## config.mk

```make
export PLATFORM = sky130hd
export DESIGN_NAME = vga_sync_gen
export DESIGN_NICKNAME = d
export VERILOG_FILES = /design/src/rtl/vga_sync_gen_pkg.sv /design/src/rtl/vga_sync_gen_mod_counter.sv /design/src/rtl/vga_sync_gen.sv
export SDC_FILE = /design/constraint.sdc
export NUM_CORES = 1
export LEC_CHECK = 0
export BUFFER_PORTS_ARGS = -buffer_cell sky130_fd_sc_hd__buf_2
export CAP_MARGIN = 20
export CORE_MARGIN = 5
export CORE_UTILIZATION = 40
export DETAILED_ROUTE_END_ITERATION = 10
export GPL_ROUTABILITY_DRIVEN = 0
export PLACE_DENSITY = 0.7
export SETUP_SLACK_MARGIN = 0.2
export SYNTH_ARGS = -nofsm -noshare
export SYNTH_HDL_FRONTEND = slang
export SYNTH_SLANG_ARGS = --single-unit
```

## constraint.sdc

```tcl
create_clock -name clk -period 2.87 [get_ports clk]
set_input_delay 0.287 -clock clk [delete_from_list [all_inputs] [get_ports clk]]
set_output_delay 0.287 -clock clk [all_outputs]
set_load 0.05 [all_outputs]
```

## src/rtl/vga_sync_gen_pkg.sv

```systemverilog
// vga_sync_gen_pkg: shared raster timing defaults and types
// 640x480@60 constants, FSM states and span helper
package vga_sync_gen_pkg;

    localparam int DEF_H_DISP = 640;
    localparam int DEF_H_FP   = 16;
    localparam int DEF_H_SYNC = 96;
    localparam int DEF_H_BP   = 48;
    localparam int DEF_V_DISP = 480;
    localparam int DEF_V_FP   = 10;
    localparam int DEF_V_SYNC = 2;
    localparam int DEF_V_BP   = 33;

    typedef enum logic {
        IDLE = 1'b0,
        RUN  = 1'b1
    } state_t;

    function automatic int span_total(
        input int disp,
        input int fp,
        input int sync,
        input int bp
    );
        return disp + fp + sync + bp;
    endfunction

endpackage

```

## src/rtl/vga_sync_gen_mod_counter.sv

```systemverilog
// vga_sync_gen_mod_counter: modulo-N counter with enable
// exposes next value so decode can align with the new count
module vga_sync_gen_mod_counter #(
    parameter int WIDTH   = 10,
    parameter int MODULUS = 800
) (
    input  logic             clk,
    input  logic             i_arst,
    input  logic             i_sclr,
    input  logic             i_en,
    output logic [WIDTH-1:0] o_cnt,
    output logic [WIDTH-1:0] o_nxt,
    output logic             o_wrap
);

    localparam logic [WIDTH-1:0] LAST = WIDTH'(MODULUS - 1);

    logic at_last;

    assign at_last = (o_cnt == LAST);
    assign o_wrap  = i_en && at_last;

    // next count: clear wins, then wrap or increment
    always_comb begin
        o_nxt = o_cnt;
        if (i_sclr) begin
            o_nxt = '0;
        end else if (i_en) begin
            o_nxt = at_last ? '0 : o_cnt + 1'b1;
        end
    end

    // count register
    always_ff @(posedge clk or posedge i_arst) begin
        if (i_arst) begin
            o_cnt <= '0;
        end else begin
            o_cnt <= o_nxt;
        end
    end

endmodule

```

## src/rtl/vga_sync_gen.sv

```systemverilog
// vga_sync_gen: raster counters and sync/video/strobe decode
// advances one pixel per i_en pulse in the clk domain
module vga_sync_gen
    import vga_sync_gen_pkg::*;
#(
    parameter int H_DISP    = DEF_H_DISP,
    parameter int H_FP      = DEF_H_FP,
    parameter int H_SYNC    = DEF_H_SYNC,
    parameter int H_BP      = DEF_H_BP,
    parameter int V_DISP    = DEF_V_DISP,
    parameter int V_FP      = DEF_V_FP,
    parameter int V_SYNC    = DEF_V_SYNC,
    parameter int V_BP      = DEF_V_BP,
    parameter bit HSYNC_POL = 1'b0,
    parameter bit VSYNC_POL = 1'b0,
    parameter int XW        = 10,
    parameter int YW        = 10
) (
    input  logic          clk,
    input  logic          i_arst,
    input  logic          i_sclr,
    input  logic          i_en,
    output logic          o_hsync,
    output logic          o_vsync,
    output logic          o_video_on,
    output logic [XW-1:0] o_x,
    output logic [YW-1:0] o_y,
    output logic          o_line_start,
    output logic          o_frame_start
);

    localparam int H_TOTAL = span_total(H_DISP, H_FP, H_SYNC, H_BP);
    localparam int V_TOTAL = span_total(V_DISP, V_FP, V_SYNC, V_BP);

    localparam logic [XW-1:0] H_VIS  = XW'(H_DISP);
    localparam logic [XW-1:0] HS_BEG = XW'(H_DISP + H_FP);
    localparam logic [XW-1:0] HS_END = XW'(H_DISP + H_FP + H_SYNC);
    localparam logic [YW-1:0] V_VIS  = YW'(V_DISP);
    localparam logic [YW-1:0] VS_BEG = YW'(V_DISP + V_FP);
    localparam logic [YW-1:0] VS_END = YW'(V_DISP + V_FP + V_SYNC);

    state_t        state_q;
    state_t        state_d;
    logic          h_en;
    logic          h_wrap;
    logic          v_en;
    logic          v_wrap;
    logic [XW-1:0] x_nxt;
    logic [YW-1:0] y_nxt;
    logic          hsync_d;
    logic          vsync_d;
    logic          video_d;
    logic          line_d;
    logic          frame_d;

    assign h_en = (state_q == RUN) && i_en;
    assign v_en = h_en && h_wrap;

    vga_sync_gen_mod_counter #(
        .WIDTH   (XW),
        .MODULUS (H_TOTAL)
    ) u_hcnt (
        .clk    (clk),
        .i_arst (i_arst),
        .i_sclr (i_sclr),
        .i_en   (h_en),
        .o_cnt  (o_x),
        .o_nxt  (x_nxt),
        .o_wrap (h_wrap)
    );

    vga_sync_gen_mod_counter #(
        .WIDTH   (YW),
        .MODULUS (V_TOTAL)
    ) u_vcnt (
        .clk    (clk),
        .i_arst (i_arst),
        .i_sclr (i_sclr),
        .i_en   (v_en),
        .o_cnt  (o_y),
        .o_nxt  (y_nxt),
        .o_wrap (v_wrap)
    );

    // next state and decode of the post-edge counter values
    always_comb begin
        state_d = state_q;
        hsync_d = o_hsync;
        vsync_d = o_vsync;
        video_d = o_video_on;
        line_d  = 1'b0;
        frame_d = 1'b0;
        if (i_en) begin
            state_d = RUN;
            video_d = (x_nxt < H_VIS) && (y_nxt < V_VIS);
            hsync_d = ((x_nxt >= HS_BEG) && (x_nxt < HS_END))
                      ? HSYNC_POL : ~HSYNC_POL;
            vsync_d = ((y_nxt >= VS_BEG) && (y_nxt < VS_END))
                      ? VSYNC_POL : ~VSYNC_POL;
            line_d  = (x_nxt == '0);
            frame_d = (x_nxt == '0) && (y_nxt == '0);
        end
        if (i_sclr) begin
            state_d = IDLE;
            hsync_d = ~HSYNC_POL;
            vsync_d = ~VSYNC_POL;
            video_d = 1'b0;
            line_d  = 1'b0;
            frame_d = 1'b0;
        end
    end

    // state and decoded output registers
    always_ff @(posedge clk or posedge i_arst) begin
        if (i_arst) begin
            state_q       <= IDLE;
            o_hsync       <= ~HSYNC_POL;
            o_vsync       <= ~VSYNC_POL;
            o_video_on    <= 1'b0;
            o_line_start  <= 1'b0;
            o_frame_start <= 1'b0;
        end else begin
            state_q       <= state_d;
            o_hsync       <= hsync_d;
            o_vsync       <= vsync_d;
            o_video_on    <= video_d;
            o_line_start  <= line_d;
            o_frame_start <= frame_d;
        end
    end

    logic unused_v_wrap;
    assign unused_v_wrap = v_wrap;

endmodule

```

* Word level (Yosys, flattened, before mapping) *
Cells that the tools add are included.

storage, ports and cells
  flip-flop bits (word level) = 26
  bits of input ports = 4
  logic and storage cells = 48

operators by class
  $add $sub $neg = 2
  $lt $le $gt $ge = 6
  eq/ne operators = 2
  multiplexer cells = 20
  reductions and logical operators = 10

operators with widths
  cell                                                                 count
  two-way mux 10 bit                                                   6
  adder 10 x 1 -> 10 bit (second input constant)                       2
  == test 10 bit (second input constant)                               2
  logical NOT 10 bit                                                   2
  less-than comparator 10 bit (second input constant)                  2
  less-than comparator 10 x 9 -> 1 bit (second input constant)         2
  two-way mux 1 bit                                                    14
  greater-or-equal comparator 10 bit (second input constant)           1
  greater-or-equal comparator 10 x 9 -> 1 bit (second input constant)  1
  logical AND 1 bit                                                    7
  nonzero test 2 bit                                                   1

* Depth between registers and ports, before layout *
Gate-level depths: netlist (run 1).

  depth in word-level cells = 10
  mapped depth = 8

* Hierarchy *
From an unflattened synthesis (run 1), not the netlist that was laid out.

unflattened totals
  cell total of the unflattened synthesis = 157
  area total of the unflattened synthesis = 1457.6 sq um

by module, submodules not included
  module                             instances  cells an instance  area each (sq um)  seq. area each (sq um)
  vga_sync_gen_mod_counter (u_hcnt)  1          63                 568.0              250.2
  vga_sync_gen_mod_counter (u_vcnt)  1          59                 564.3              250.2
  vga_sync_gen                       1          35                 325.3              152.6

* Worst setup path after synthesis (run 1) *
Ideal clock, no wire load.

  path kind = register to register
  from = register u_hcnt.o_cnt[5]
  to = register o_frame_start
  library setup time = 94 ps
  data arrival time = 2262 ps
  data required time = 2776 ps
  slack = 514 ps
  stages on the path, launching flop included = 9
  buffers on the path = 2
  path through = dfrtp_1 buf_6 nor4b_4 nand3_2 buf_6 nor4_2 xnor2_1 a31oi_1 nor4b_4

between the ends
  longest elaborated chain between the ends = 9
  elaborated cells between the ends (all ways) = 14
  those cells by class = 1 x add/sub; 1 x eq/ne; 7 x mux; 5 x reduce/logical

ends and longest elaborated chain
  item                                                                            RTL line                        text
  start: declaration                                                              vga_sync_gen_mod_counter.sv:11  output logic [WIDTH-1:0] o_cnt,
  start signal: assignment                                                        vga_sync_gen_mod_counter.sv:38  o_cnt <= o_nxt;
  parallel branches: the longest is 6 deep, another holds adder 10 x 1 -> 10 bit  --
  logical AND 1 bit (*)                                                           vga_sync_gen.sv:101             frame_d = (x_nxt == '0) && (y_nxt == '0);
  two-way mux 1 bit (*)                                                           vga_sync_gen.sv:93              if (i_en) begin
  two-way mux 1 bit (*)                                                           vga_sync_gen.sv:103             if (i_sclr) begin
  via frame_d                                                                     vga_sync_gen.sv:54              logic frame_d;
  end signal: assignment                                                          vga_sync_gen.sv:128             o_frame_start <= frame_d;
  end: declaration                                                                vga_sync_gen.sv:29              output logic o_frame_start

Mark *: on every way through the listed nets, which the timed path passes.
A chain may end at the register's enable or synchronous reset.

* Worst setup path in the final report (run 1) *
  from = register u_hcnt.o_cnt[5]
  to = register o_frame_start

between the ends
  longest elaborated chain between the ends = 9
  elaborated cells between the ends (all ways) = 14
  those cells by class = 1 x add/sub; 1 x eq/ne; 7 x mux; 5 x reduce/logical

ends and longest elaborated chain
  item                 RTL line                        text
  == test 10 bit       vga_sync_gen_mod_counter.sv:20  assign at_last = (o_cnt == LAST);
  logical AND 1 bit    vga_sync_gen_mod_counter.sv:21  assign o_wrap = i_en && at_last;
  logical AND 1 bit    vga_sync_gen.sv:57              assign v_en = h_en && h_wrap;
  two-way mux 10 bit   vga_sync_gen_mod_counter.sv:28  end else if (i_en) begin
  two-way mux 10 bit   vga_sync_gen_mod_counter.sv:26  if (i_sclr) begin
  via u_vcnt.o_nxt[2]  vga_sync_gen_mod_counter.sv:12  output logic [WIDTH-1:0] o_nxt,
  logical NOT 10 bit   vga_sync_gen.sv:101
  logical AND 1 bit    vga_sync_gen.sv:101
  two-way mux 1 bit    vga_sync_gen.sv:93
  two-way mux 1 bit    vga_sync_gen.sv:103
  via frame_d          vga_sync_gen.sv:54

The timed path passes the listed nets, and every way through them passes these cells.

==> results of run 1 <==
## state kept, by name, summed over array words and instances (netlist names)
name	count
state_q	1
u_hcnt.o_cnt	10
u_vcnt.o_cnt	10
o_line_start	1
o_hsync	1
o_video_on	1
o_vsync	1
o_frame_start	1
## where the power goes
group | switching, uW | internal (uW) | leakage (uW)
clock | 124 | 123 | 0.0000288
sequential | 5.49 | 371 | 0.000352
combinational | 45.1 | 20.7 | 0.000477
## worst max-delay path, cell delays in order, from the launching register on
cell and delay [ns]:
dfrtp_1 0.50, nor4b_4 0.34, nand3_2 0.31, nor2_4 0.32
a311oi_1 0.18, or3_4 0.43, nor4b_4 0.26
## cell usage in the layout (no fill, tap or decap), types with 4 or more instances in the layout
cell type | netlist | final
xnor2_1 | 6 | 6
nand2_1 | 13 | 13
nand3_1 | 15 | 15
xor2_1 | 4 | 4
o31ai_1 | 5 | 5
a31oi_1 | 6 | 6
nor2_1 | 14 | 14
buf_2 | 4 | 28
nor4_1 | 4 | 4
a21oi_1 | 7 | 7
o21ai_0 | 5 | 5
nor3_1 | 10 | 10
inv_1 | 12 | 12
clkbuf_8 | 0 | 4
dfrtp_1 | 24 | 24
## cell type report
class / instances / area, sq um / area share
Tap cell: 52 / 65.1 / 0.0316
Sequential cell: 26 / 653 / 0.317
Clock buffer: 4 / 55.1 / 0.0267
Multi-Input combinational cell: 147 / 1060 / 0.514
Inverter: 12 / 45.0 / 0.0219
Timing Repair Buffer: 31 / 183 / 0.0888
## kinds of logic after synthesis
family,synth area share
xor gates and xnor gates,0.0481
AOI/OAI and AO/OA,0.181
adders and majority gates,0.0206
buffers and inverters,0.0605
and+or+nand+nor,0.325
DFF,0.359
muxes,0.00550
## per-stage QoR
stage	total power (uW)	hold slack [ns]	instances	worst slack (ns)	area (sq um)
2_1_floorplan	429	0.326	196	0.514	1820
3_3_place_gp	445	0.494	267	0.533	1980
3_5_place_dp	446	0.483	267	0.483	1980
4_1_cts	692	0.269	271	0.479	2030
5_1_grt	716	0.0356	272	0.275	2060
6_report	690	-0.00575	272	0.448	2060
## synth_stat cells, types with 3 or more instances
library cell	instances
nor2_1	14
a31oi_1	6
inv_1	12
xor2_1	4
ha_1	3
o31ai_1	5
a21oi_1	7
nand2b_1	3
dfrtp_1	24
xnor2_1	6
nand2_1	13
nor3_1	10
or3_1	3
o21ai_0	5
nand3_1	15
nand4_1	3
clkbuf_1	3
nor4_1	4
and3_1	3
buf_2	4
## routing by layer
| metal | vias up | track usage | part of all wire |
|---|---|---|---|
| met5 | - | 0 | 0 |
| met4 | 0 | 0.0515 | 0.019 |
| met3 | 7 | 0.0208 | 0.055 |
| met2 | 66 | 0.263 | 0.49 |
| met1 | 821 | 0.217 | 0.44 |
| li1 | 788 | - | - |
## worst paths after layout
kind	from	to	slack, ns
max in group asynchronous	i_arst	o_vsync	2.34
min in group clk	i_sclr	u_vcnt.o_cnt[9]	0.34
hold / removal	i_arst	o_line_start	-0.006
hold reg to reg	o_video_on	o_video_on	0.50
setup / recovery	u_hcnt.o_cnt[5]	o_frame_start	0.45
setup reg to reg	u_hcnt.o_cnt[5]	o_frame_start	0.45
==> key figures, run 1 <==
Clocking
  – Cts bufs inserted: 3
  – Setup Fix Bufs, Post-CTS: 0
  – CTS tree: built
  – Post-cts resize count: 0
  – H-tree depth: 1
  – Clock buffer depth: 2
  – Later-pin clock latency in the skew report: between 0.2 and 0.3 ns
  – Clock root buffer: clkbuf_8
  – Clock-pin slew on the worst setup and hold paths: about 0.10 ns
  – Cts hold-fix bufs: 0
  – Clk sinks: 26

Logic synthesis
  – #FFs+latches synth: 26
  – Ys async rst share: 1.00
  – Syn. warnings: 0
  – Register area share after synthesis: 0.359
  – Yosys top cell area share: 0.330
  – Leading area contributor after synthesis: dfrtp_1
  – Number of distinct library cells after synthesis: 57
  – Avg Inst Size Synth: around 9.3 sq um
  – Ys flop type: dfrtp_1
  – Post-synth net total: roughly 200
  – Top area cells in the synthesized netlist: dfrtp_1, nand3_1, dfstp_2
  – EDFF count, synth: 0
  – Synth Cell Area: between 1500 and 2000 sq um
  – Post-Syn Instances: slightly below 200

Timing
  – Final TNS setup: 0 ns
  – Final Cycle Share: 0.844
  – Final Hold Fails: 3
  – Final setup violating endpoints: 0
  – Fmax: about 410 MHz
  – Max_slew headroom: 0.690
  – RSZ-0062 raised after global routing: false
  – Max Slew Vio Count: 0
  – Worst-Margin Slew: approximately 0.45 ns
  – Clk_skew: between 0.007 and 0.008 ns
  – Min Hold Slack: -0.00575 ns
  – Final min period: 2.42 ns

Critical path
  – Register-to-Register Path Depth: 6
  – Worst Path Required: between 3 and 4 ns
  – Setup CP Type: flop to flop
  – Arr. time, crit path: 2.62 ns
  – CP Max Fanout: 12
  – Critical path launch point type: flop
  – Critical path capture point type: flop

Pwr
  – Maximum VDD drop: 0.138 mV
  – Pwr Density: roughly 340 nW/um^2
  – Leakage power: ~0.00086 uW

Job
  – Maxcap violations: 0

Detailed routing
  – Final wirelength: approximately 4600 um
  – Vias post-DR: 1,682
  – DR vias/cell: 6.18
  – First-pass iteration count of the detailed router: 5
  – Residual DRC count: 0
  – Initial drt markers: about 230
  – Wire length per cell: 17.0 um
  – DRT antenna net count: 0

Layout
  – NumNets Final: ~230
  – Area Growth Syn to Fin: 13.1%
  – Ant diodes: 0
  – Proportion of layout cells with a drive suffix above 1: 0.250
  – Utilization after layout: 0.469
  – Fillcell total: 437

Floorplan
  – Placeable Area: about 4400 sq um
  – I/O pins: 29
  – Die Y: roughly 77 um
  – Initial core utilization: 0.415
  – Die width: 77.5 um
  – Core Rows: 24
  – DIE AREA: between 6000 and 7000 sq um

Run status
  – Status: finished with violations
  – Violated checks: hold timing

GRT
  – GR Util All Layers: 0.160
  – Largest net degree at the start of global routing: 27
  – GRT Residual Overflow: 0
  – First-pass GRT wire length: just under 8000 um
  – Vias in the first global route: approximately 1,500
  – Initial antenna violation count: 0

Place
  – DP HPWL: 3400 um
  – Port bufs: 28

Min path
  – Hold Crit Class: primary input to asynchronous set/reset pin
No activity file was read; power rests on OpenSTA's default activity.
==> inputs of run 2 (changes only) <==
--- a/config.mk
+++ b/config.mk
@@ -11,7 +11,7 @@
 export CORE_UTILIZATION = 40
 export DETAILED_ROUTE_END_ITERATION = 10
 export GPL_ROUTABILITY_DRIVEN = 0
-export PLACE_DENSITY = 0.7
+export PLACE_DENSITY = 0.72
 export SETUP_SLACK_MARGIN = 0.2
 export SYNTH_ARGS = -nofsm -noshare
 export SYNTH_HDL_FRONTEND = slang
==> constraint.sdc (replaced) <==
create_clock -name clk -period 2 [get_ports clk]
set_input_delay 0.2 -clock clk [delete_from_list [all_inputs] [get_ports clk]]
set_output_delay 0.2 -clock clk [all_outputs]
set_load 0.05 [all_outputs]
==> key figures, run 2 (same netlist as run 1, synthesis figures left out) <==
Layout
  – Commonest non-fill, non-tap cell in the layout: buf_4 (was buf_2)
  – Ant diodes: 0 (unchanged)
  – Regs by FF count: u_hcnt.o_cnt (10), u_vcnt.o_cnt (10) (unchanged)
  – Utilization after layout: 0.603 (was 0.469)
  – Area Growth Syn to Fin: 45.2% (was 13.1%)
  – Final instance area: 2640 sq um (was 2060 sq um)
  – Proportion of layout cells with a drive suffix above 1: 0.537 (was 0.250)
  – Most frequent cells in the layout: buf_4, buf_2, dfrtp_2, nand3_1, nor2_1 (was buf_2, dfrtp_1, nand3_1, nor2_1, nand2_1)
  – NumNets Final: 279 (was 228)

Place
  – Area after DPL: 2410 sq um (was 1980 sq um)
  – DP HPWL: 3930 um (was 3400 um)
  – Port bufs: 28 (unchanged)

Critical path
  – Register-to-Register Path Depth: 7 (was 6)
  – Flop-to-flop setup slack: -0.11 ns (was 0.45 ns)
  – CP Max Fanout: 12 (unchanged)
  – Cell Chain, Critical Path: nor4b_4, nand3_2, buf_12, nor2_4, a311oi_2, or3_4, nor4b_4 (was nor4b_4, nand3_2, nor2_4, a311oi_1, or3_4, nor4b_4)
  – WP buf/inv: 1 (was 0)
  – Max stage delay on crit path: 0.43 ns (was 0.50 ns)
  – Delay-heaviest family, CP: simple AND/OR/NAND/NOR gates (unchanged)
  – Launch point of the worst reg-to-reg path: u_hcnt.o_cnt[5] (unchanged)
  – Most frequent CP cell: nor4b_4 (unchanged)
  – Reg-to-reg endpoint: o_frame_start (unchanged)
  – Critical path launch point type: flop (unchanged)
  – Arr. time, crit path: 2.30 ns (was 2.62 ns)
  – Critical path capture point type: flop (unchanged)
  – Setup CP Type: flop to flop (unchanged)
  – Slowest-stage cell, CP: dfrtp_2 (was dfrtp_1)
  – Worst Path Required: 2.19 ns (was 3.07 ns)

Clocking
  – Clock-pin slew on the worst setup and hold paths: 0.09 ns (was 0.10 ns)
  – Clock buffer depth: 2 (unchanged)
  – Cts hold-fix bufs: 0 (unchanged)
  – Cts bufs inserted: 3 (unchanged)
  – Later-pin clock latency in the skew report: 0.27 ns (was 0.28 ns)
  – Clock root buffer: clkbuf_8 (unchanged)
  – Clk sinks: 26 (unchanged)
  – CTS tree: built (unchanged)
  – H-tree depth: 1 (unchanged)

Timing
  – Final worst-path setup slack: -0.110 ns (was 0.448 ns)
  – Fmax: 474 MHz (was 413 MHz)
  – Final min period: 2.11 ns (was 2.42 ns)
  – Worst-Margin Slew: 0.767 ns (was 0.454 ns)
  – Max_slew headroom: 0.488 (was 0.690)
  – Final Hold Fails: 0 (was 3)
  – Clk_skew: 0.00423 ns (was 0.00796 ns)
  – Min Hold Slack: 0.0490 ns (was -0.00575 ns)
  – Max Slew Vio Count: 0 (unchanged)
  – Final TNS setup: -0.257 ns (was 0 ns)
  – Final Cycle Share: 1.06 (was 0.844)
  – Final setup violating endpoints: 4 (was 0)
  – RSZ-0062 raised after global routing: true (was false)

Detailed routing
  – Final wirelength: 5650 um (was 4610 um)
  – First-pass iteration count of the detailed router: 7 (was 5)
  – Wire length per cell: 17.5 um (was 17.0 um)
  – Initial drt markers: 242 (was 227)
  – Residual DRC count: 0 (unchanged)
  – Vias post-DR: 1,907 (was 1,682)
  – DR vias/cell: 5.92 (was 6.18)
  – DRT antenna net count: 0 (unchanged)

Floorplan
  – Die Y: 77.5 um (unchanged)
  – Initial core utilization: 0.415 (unchanged)
  – Die width: 77.5 um (unchanged)
  – Placeable Area: 4380 sq um (unchanged)
  – DIE AREA: 6000 sq um (unchanged)
  – I/O pins: 29 (unchanged)
  – Core Rows: 24 (unchanged)

Pwr
  – Leakage power: 0.00115 uW (was 0.000858 uW)
  – Switching portion of total power: 0.265 (was 0.253)
  – Pwr Density: 366 nW/um^2 (was 335 nW/um^2)
  – Clk pwr share: 0.320 (was 0.358)
  – Int Pwr: 711 uW (was 515 uW)
  – Part of the power in combinational logic: 0.123 (was 0.095)
  – Switching power: 256 uW (was 174 uW)
  – Maximum VDD drop: 0.214 mV (was 0.138 mV)
  – Register share of total power: 0.557 (was 0.546)
  – Final Power: 968 uW (was 690 uW)

GRT
  – Vias in the first global route: 1,840 (was 1,512)
  – Initial antenna violation count: 0 (unchanged)
  – GRT Residual Overflow: 0 (unchanged)
  – Largest net degree at the start of global routing: 20 (was 27)
  – GR Util All Layers: 0.182 (was 0.160)
  – First-pass GRT wire length: 9040 um (was 7760 um)

Job
  – Maxcap violations: 0 (unchanged)

Run status
  – Violated checks: setup timing (was hold timing)
  – Status: finished with violations (unchanged)

Min path
  – Hold Crit Class: primary input to asynchronous set/reset pin (unchanged)
[run 2: layout make-up]
cell class / count / area (sq um)
sequential: 26 / 676
clock buffer: 3 / 41.3
timing repair buffer: 82 / 562
fill: 367 / 1740
inverter: 12 / 45.0
tap: 52 / 65.1
multi-input combinational: 147 / 1250
[run 2: worst max-delay path by stage]
| stage | cells after the start | to | from |
|---|---|---|---|
| after global placement | 6 | o_vsync | u_vcnt.o_cnt[5] |
| after floorplan | 8 | o_frame_start | u_hcnt.o_cnt[5] |
| after global routing | 7 | o_vsync | u_hcnt.o_cnt[5] |
| after detailed placement | 6 | o_vsync | u_vcnt.o_cnt[5] |
| final | 7 | o_frame_start | u_hcnt.o_cnt[5] |
| after CTS | 7 | o_frame_start | u_hcnt.o_cnt[5] |
[run 2: power groups by stage]
| stage | logic (uW) | clock network (uW) | registers, uW |
|---|---|---|---|
| floorplan | 44.9 | 0 | 575 |
| global placement | 110 | 0 | 548 |
| detailed placement | 111 | 0 | 549 |
| CTS | 116 | 316 | 539 |
| global route | 129 | 336 | 541 |
| finish | 119 | 310 | 539 |
[run 2: worst register-to-register path, delay by kind of cell (launching register included)]
family / cells / cell delay, ns
buffers and inverters: 1 / 0.17
AND/OR/NAND/NOR: 5 / 1.28
AO/OA/AOI/OAI: 1 / 0.15
flip-flops: 1 / 0.43
[run 2: through the flow]
stage / worst slack, ns / cells
after floorplan: -0.209 / 196
after global placement: -0.206 / 314
after detailed placement: -0.297 / 314
after CTS: -0.112 / 322
after global routing: -0.182 / 322
final: -0.110 / 322
[run 2: routing by layer]
| metal | global-route usage | share of wire | vias to the layer above |
|---|---|---|---|
| met3 | 0.0197 | 0.063 | 12 |
| met1 | 0.262 | 0.44 | 927 |
| met5 | 0 | 0 | - |
| li1 | - | - | 883 |
| met4 | 0.0567 | 0.020 | 0 |
| met2 | 0.286 | 0.48 | 85 |
[run 2: repair_timing]
item	4_1_cts	5_1_grt
setup endpoints to repair	10	13
pin swaps	8	7
buffers inserted	5	0
resized for setup	15	14
